--- config.mk ---
export PLATFORM = sky130hd
export DESIGN_NAME = execute_stage_module
export DESIGN_NICKNAME = d
export VERILOG_FILES = /design/src/rtl/execute_stage_module.sv
export SDC_FILE = /design/constraint.sdc
export NUM_CORES = 1
export LEC_CHECK = 0
export ABC_AREA = 1
export CAP_MARGIN = 10
export CORE_ASPECT_RATIO = 0.8
export CORE_UTILIZATION = 25
export DETAILED_ROUTE_END_ITERATION = 10
export PLACE_DENSITY = 0.42
export SYNTH_ARGS = -nofsm -noshare
export SYNTH_HDL_FRONTEND = slang
export SYNTH_SLANG_ARGS = --single-unit
--- constraint.sdc ---
create_clock -name clk -period 8.65 [get_ports clk]
set_input_delay 1.73 -clock clk [delete_from_list [all_inputs] [get_ports clk]]
set_output_delay 1.73 -clock clk [all_outputs]
set_load 0.02 [all_outputs]
--- src/rtl/execute_stage_module.sv ---
// RV32I execute stage: operand forwarding, ALU, branch/jump resolution and the EX/MEM register.
// Optional iterative shift-add multiplier for ALUControlE=1011 is built only when EX_MUL_EN is defined.
module execute_stage_module #(
    parameter int XLEN = 32
) (
    input  logic            clk,
    input  logic            rst,
    input  logic            RegWriteE,
    input  logic            ResultSrcE,
    input  logic            MemWriteE,
    input  logic            JumpE,
    input  logic            BranchE,
    input  logic            JalrE,
    input  logic            ALUSrcE,
    input  logic [3:0]      ALUControlE,
    input  logic [2:0]      BranchOpE,
    input  logic [XLEN-1:0] RD1E,
    input  logic [XLEN-1:0] RD2E,
    input  logic [XLEN-1:0] ImmExtE,
    input  logic [XLEN-1:0] PCE,
    input  logic [XLEN-1:0] PCPlus4E,
    input  logic [4:0]      RdE,
    input  logic [1:0]      ForwardAE,
    input  logic [1:0]      ForwardBE,
    input  logic [XLEN-1:0] ResultW,
    input  logic            FlushE,
    output logic            RegWriteM,
    output logic            ResultSrcM,
    output logic            MemWriteM,
    output logic [4:0]      RdM,
    output logic [XLEN-1:0] PCPlus4M,
    output logic [XLEN-1:0] ALUResultM,
    output logic [XLEN-1:0] WriteDataM,
    output logic [XLEN-1:0] PCTargetE,
    output logic            PCSrcE,
    output logic            StallE
);

    logic [XLEN-1:0] w_srca;
    logic [XLEN-1:0] w_write_data;
    logic [XLEN-1:0] w_srcb;
    logic [XLEN-1:0] w_alu_result;
    logic [4:0]      w_shamt;
    logic            w_cond;

    always_comb begin
        case (ForwardAE)
            2'b01:   w_srca = ResultW;
            2'b10:   w_srca = ALUResultM;
            default: w_srca = RD1E;
        endcase
        case (ForwardBE)
            2'b01:   w_write_data = ResultW;
            2'b10:   w_write_data = ALUResultM;
            default: w_write_data = RD2E;
        endcase
    end

    assign w_srcb  = ALUSrcE ? ImmExtE : w_write_data;
    assign w_shamt = w_srcb[4:0];

`ifdef EX_MUL_EN
    localparam logic [0:0] S_IDLE = 1'b0;
    localparam logic [0:0] S_BUSY = 1'b1;

    logic [0:0]      r_state;
    logic [4:0]      r_cnt;
    logic [XLEN-1:0] r_mcand;
    logic [XLEN-1:0] r_mplier;
    logic [XLEN-1:0] r_acc;
    logic            w_issue;
    logic            w_mul_done;
    logic [XLEN-1:0] w_step_acc;

    assign w_issue    = (r_state == S_IDLE) && (ALUControlE == 4'b1011) && !FlushE;
    assign w_mul_done = (r_state == S_BUSY) && (r_cnt == 5'd31);
    // The last multiplier bit is folded in combinationally so the product lands on the cnt=31 cycle.
    assign w_step_acc = r_acc + (r_mplier[0] ? r_mcand : '0);
    assign StallE     = w_issue || ((r_state == S_BUSY) && (r_cnt != 5'd31));

    always_ff @(posedge clk) begin
        if (rst) begin
            r_state  <= S_IDLE;
            r_cnt    <= '0;
            r_mcand  <= '0;
            r_mplier <= '0;
            r_acc    <= '0;
        end else begin
            case (r_state)
                S_IDLE: begin
                    if (w_issue) begin
                        r_state  <= S_BUSY;
                        r_cnt    <= '0;
                        r_mcand  <= w_srca;
                        r_mplier <= w_srcb;
                        r_acc    <= '0;
                    end
                end
                default: begin
                    if (FlushE || w_mul_done) begin
                        r_state <= S_IDLE;
                    end else begin
                        r_acc    <= w_step_acc;
                        r_mcand  <= r_mcand << 1;
                        r_mplier <= r_mplier >> 1;
                        r_cnt    <= r_cnt + 5'd1;
                    end
                end
            endcase
        end
    end
`else
    assign StallE = 1'b0;
`endif

    always_comb begin
        w_alu_result = '0;
        case (ALUControlE)
            4'b0000: w_alu_result = w_srca + w_srcb;
            4'b0001: w_alu_result = w_srca - w_srcb;
            4'b0010: w_alu_result = w_srca & w_srcb;
            4'b0011: w_alu_result = w_srca | w_srcb;
            4'b0100: w_alu_result = w_srca ^ w_srcb;
            4'b0101: w_alu_result = {{(XLEN-1){1'b0}}, ($signed(w_srca) < $signed(w_srcb))};
            4'b0110: w_alu_result = {{(XLEN-1){1'b0}}, (w_srca < w_srcb)};
            4'b0111: w_alu_result = w_srca << w_shamt;
            4'b1000: w_alu_result = w_srca >> w_shamt;
            4'b1001: w_alu_result = $unsigned($signed(w_srca) >>> w_shamt);
            4'b1010: w_alu_result = w_srcb;
`ifdef EX_MUL_EN
            4'b1011: w_alu_result = w_mul_done ? w_step_acc : '0;
`endif
            default: w_alu_result = '0;
        endcase
    end

    always_comb begin
        w_cond = 1'b0;
        case (BranchOpE)
            3'b000:  w_cond = (w_srca == w_write_data);
            3'b001:  w_cond = (w_srca != w_write_data);
            3'b100:  w_cond = ($signed(w_srca) < $signed(w_write_data));
            3'b101:  w_cond = ($signed(w_srca) >= $signed(w_write_data));
            3'b110:  w_cond = (w_srca < w_write_data);
            3'b111:  w_cond = (w_srca >= w_write_data);
            default: w_cond = 1'b0;
        endcase
    end

    assign PCSrcE    = JumpE | (BranchE & w_cond);
    assign PCTargetE = JalrE ? {w_alu_result[XLEN-1:1], 1'b0} : (PCE + ImmExtE);

    // Data fields load unconditionally; only the control bits are squashed for a bubble.
    always_ff @(posedge clk) begin
        if (rst) begin
            RegWriteM  <= 1'b0;
            ResultSrcM <= 1'b0;
            MemWriteM  <= 1'b0;
            RdM        <= '0;
            PCPlus4M   <= '0;
            ALUResultM <= '0;
            WriteDataM <= '0;
        end else begin
            RegWriteM  <= (FlushE || StallE) ? 1'b0 : RegWriteE;
            ResultSrcM <= (FlushE || StallE) ? 1'b0 : ResultSrcE;
            MemWriteM  <= (FlushE || StallE) ? 1'b0 : MemWriteE;
            RdM        <= RdE;
            PCPlus4M   <= PCPlus4E;
            ALUResultM <= w_alu_result;
            WriteDataM <= w_write_data;
        end
    end

endmodule

==> summary.txt <==
Synth
  • EDFF count, synth: 0
  • Register area share after synthesis: 0.123
  • FF+latch count, synth: approximately 100
  • Synth async-reset ratio: 0
  • Largest area contributor in the netlist: nand2_1
  • Synth top area share: 0.162
  • Post-Syn Area: 0.0169 mm^2
  • Syn_nets: between 3000 and 4000
  • Mean Syn Cell Area: about 5.6 um^2
  • Synth cell types: 60
  • Ys flop type: dfxtp_1
  • Most area-consuming cells after synthesis: nand2_1 (16%), nand3_1 (14%), dfxtp_1 (12%)
  • Gate count of the mapped netlist: 3012
  • Ys Warns: 0

Clock network
  • CTS root buffer: clkbuf_16
  • CTS tree: done
  • Clk slew on worst S/H paths: roughly 80 ps
  • Clk sinks: 104
  • Clk_lat worst skew: approximately 400 ps
  • H-tree levels: 3
  • Num CTS Buffers: 9
  • Clock Path Buffers: 2

Timing
  • Max-slew headroom: 0.323
  • Setup Skew: between 10 and 15 ps
  • Fin. Hold Viols: 0
  • Fin crit share: 0.989
  • Post-route setup slack: approximately 98 ps
  • RSZ-0062 raised after global routing: yes
  • Final setup fails: 0
  • Slew @ Worst Pin: about 1000 ps
  • Fmax: between 100 and 150 MHz
  • Fin crit period: roughly 8600 ps
  • Final Max Tran Viols: 0
  • Post-route setup TNS: 0 ps

Critical path
  • R2R depth: 19
  • Required time worst endpoint: 6920 ps
  • CP Max Fanout: 35
  • Reg2reg start: ALUResultM[8]
  • Critical path data arrival time: a little under 7000 ps
  • FF-to-FF End: ALUResultM[22]
  • CP endpoint kind: output pin
  • R2R setup slack: roughly 4200 ps
  • Setup crit start kind: input port
  • Setup CP Type: in -> out

Placed design
  • I/O Buffers: 354
  • DP Wirelength: 107 mm
  • Placed Area: ~0.023 mm^2
  • Routability cong.: about 1.0
  • Placed Cells: ~4400
  • Dpl ws: -672 ps

Floorplan
  • Cell row count: 84
  • Placeable Area: roughly 0.066 mm^2
  • I/O pin count: roughly 360
  • Die H: 235 um
  • Die area: slightly below 0.07 mm^2
  • Initial Util: 0.255
  • DIE WIDTH: slightly below 300 um

Layout
  • Post-route cell area: ~0.023 mm^2
  • Fill cells: ~7400
  • Synthesis-to-layout area growth: 36.9%
  • Post-layout nets: around 3800
  • Share of cells above drive strength 1: 0.104
  • Fin cells: around 4400

Status
  • Outcome: finished clean

Pwr
  • Leakage dissipation: around 11 nW
  • Cell area power density: approximately 160 mW/mm^2
  • Total Power: between 3 and 4 mW
  • VDD IR max: between 0.1 and 0.15 mV

Min path
  • Worst Hold Endpoint: WriteDataM[1]
  • Hold Crit Class: reg -> reg
  • Hold path cells: 4
  • Hold path startpoint: ALUResultM[1]

Routing
  • Antenna Violating Nets Remaining: 0
  • DRC viols: 0
  • Detailed-route wire length: 126 mm
  • DR iter-0 viols: approximately 2900
  • Vias: approximately 24000
  • Avg WL per Cell: 28.7 um
  • 1st-pass router iterations: 6
  • Post-DR vias/cell: approximately 5.5

Flow run
  • Maxcap violations: 0

GRT
  • Antenna violations before repair: 13
  • Global-route wire length before repair: 172 mm
  • Remaining Overflow, GRT: 0
  • Gr usage total: 0.352
  • Maximum number of pins on one net before global-route repair: 70
  • Number of global-route vias before repair: around 22000
power by group:
part	switching, mW	internal (mW)	leakage, nW
combinational	1.75	0.875	9.98
sequential	0.0325	0.519	0.861
clock	0.227	0.261	0.161
total	2.01	1.65	11.0
final cells by class:
class / count / area [um^2] / area share
diodes: 6 / 15.0 / 0.000648
inverters: 358 / 1350 / 0.0582
repair buffers: 578 / 5340 / 0.231
well taps: 903 / 1130 / 0.0487
flip-flops and latches: 104 / 2080 / 0.0898
clock inverters: 7 / 113 / 0.00486
multi-input cells: 2409 / 12900 / 0.557
clock buffers: 9 / 225 / 0.00972
per-layer routing:
layer | vias up | global-route usage | share of wire
li1 | 11000 | - | -
met1 | 11600 | 0.495 | 0.45
met2 | 1348 | 0.513 | 0.41
met3 | 132 | 0.0994 | 0.11
met4 | 0 | 0.105 | 0.030
met5 | - | 0 | 0
stage by stage:
step,hold slack [ps],utilization
detailed placement,703,0.341
CTS,714,0.347
global route,764,0.349
floorplan,679,-
global placement,680,0.341
finish,719,0.349
Yosys cell counts (9+ instances only):
| cell type | instances |
|---|---|
| o21bai_1 | 10 |
| and2_1 | 11 |
| nor3_1 | 29 |
| nand4_1 | 26 |
| inv_2 | 15 |
| buf_2 | 51 |
| o22ai_1 | 18 |
| o21ai_1 | 79 |
| nand3_1 | 470 |
| o21ai_0 | 173 |
| a21oi_1 | 249 |
| o211ai_1 | 28 |
| inv_1 | 342 |
| a31oi_1 | 11 |
| ha_1 | 165 |
| clkbuf_1 | 56 |
| o221ai_1 | 12 |
| nand2_1 | 731 |
| a21o_1 | 9 |
| buf_6 | 9 |
| o21ai_2 | 21 |
| nand2_2 | 11 |
| nor2_1 | 258 |
| dfxtp_1 | 104 |
| buf_4 | 18 |
logic make-up (layout without fill, tap and decap cells):
kind of cell    after synthesis  count (layout)  share of synthesized area
simple gates               1568            1568                      0.399
compound gates              659             659                      0.223
buf+inv                     499             952                      0.123
fa+ha+maj                   168             168                      0.126
flops                       104             104                      0.123
xor+xnor                     13              13                    0.00673
other cells                   1               7                   0.000222
flip-flops by register name, summed over array words and instances (netlist names):
register and count:
WriteDataM 32, ResultSrcM 1, RdM 5, RegWriteM 1, PCPlus4M 32, ALUResultM 32
MemWriteM 1
how the worst max path moves through the flow:
stage | from | slack (ps) | to | depth (start not counted)
2_1_floorplan | ForwardBE[1] | 2010 | PCTargetE[30] | 23
3_3_place_gp | ForwardBE[0] | -650 | PCTargetE[18] | 25
3_5_place_dp | ForwardBE[0] | -670 | PCTargetE[18] | 25
4_1_cts | ForwardBE[0] | 40 | PCTargetE[18] | 25
5_1_grt | ForwardBE[0] | -10 | PCTargetE[29] | 23
6_report | ForwardAE[0] | 100 | PCTargetE[15] | 19
what timing repair did:
| item | 4_1_cts | 5_1_grt |
|---|---|---|
| gates cloned | 0 | 0 |
| pin swaps | 1 | 0 |
| hold buffers | 0 | 0 |
| resized for setup | 13 | 47 |
| setup buffers | 2 | 0 |
| setup endpoints to repair | 9 | 19 |
critical path, cell delays in order:
cell             delay [ps]
clkdlybuf4s50_1         490
inv_1                    50
ha_1                    330
inv_2                   140
buf_12                  210
nand3_1                 100
o21ai_1                 330
inv_1                   300
ha_2                    540
inv_1                   140
a21oi_2                 250
o21ai_0                 250
a21oi_1                 180
nand2_1                 190
o21ai_0                 450
nand3_1                 260
nand2_1                 140
o21ai_1                 100
clkdlybuf4s50_1         590
placed cells by master, fill, tap and decap left out, types with 5 or more instances in the layout:
cell and count:
nand4_1 26, a221oi_1 7, clkdlybuf4s50_1 344, buf_4 219, a21o_1 9, and2_1 11
nand2_2 15, o21a_1 8, nor2_2 9, nor2_1 249, xnor2_1 6, a21boi_0 5
inv_1 341, nor3_1 29, buf_12 10, o21ai_2 30, o21ai_0 164, dfxtp_1 104
a31oi_1 10, ha_2 7, a211oi_1 6, diode_2 6, clkbuf_16 9, o21ai_1 79
a21oi_2 9, nor4_1 7, o211ai_1 28, nand3_1 468, o221ai_1 12, xor2_1 7
o21bai_1 7, inv_2 15, nand2_1 727, a21oi_1 242, o22ai_1 18, or2_2 7
nand3b_1 6, ha_1 158
Note: power is estimated with default switching activity, not from simulation.
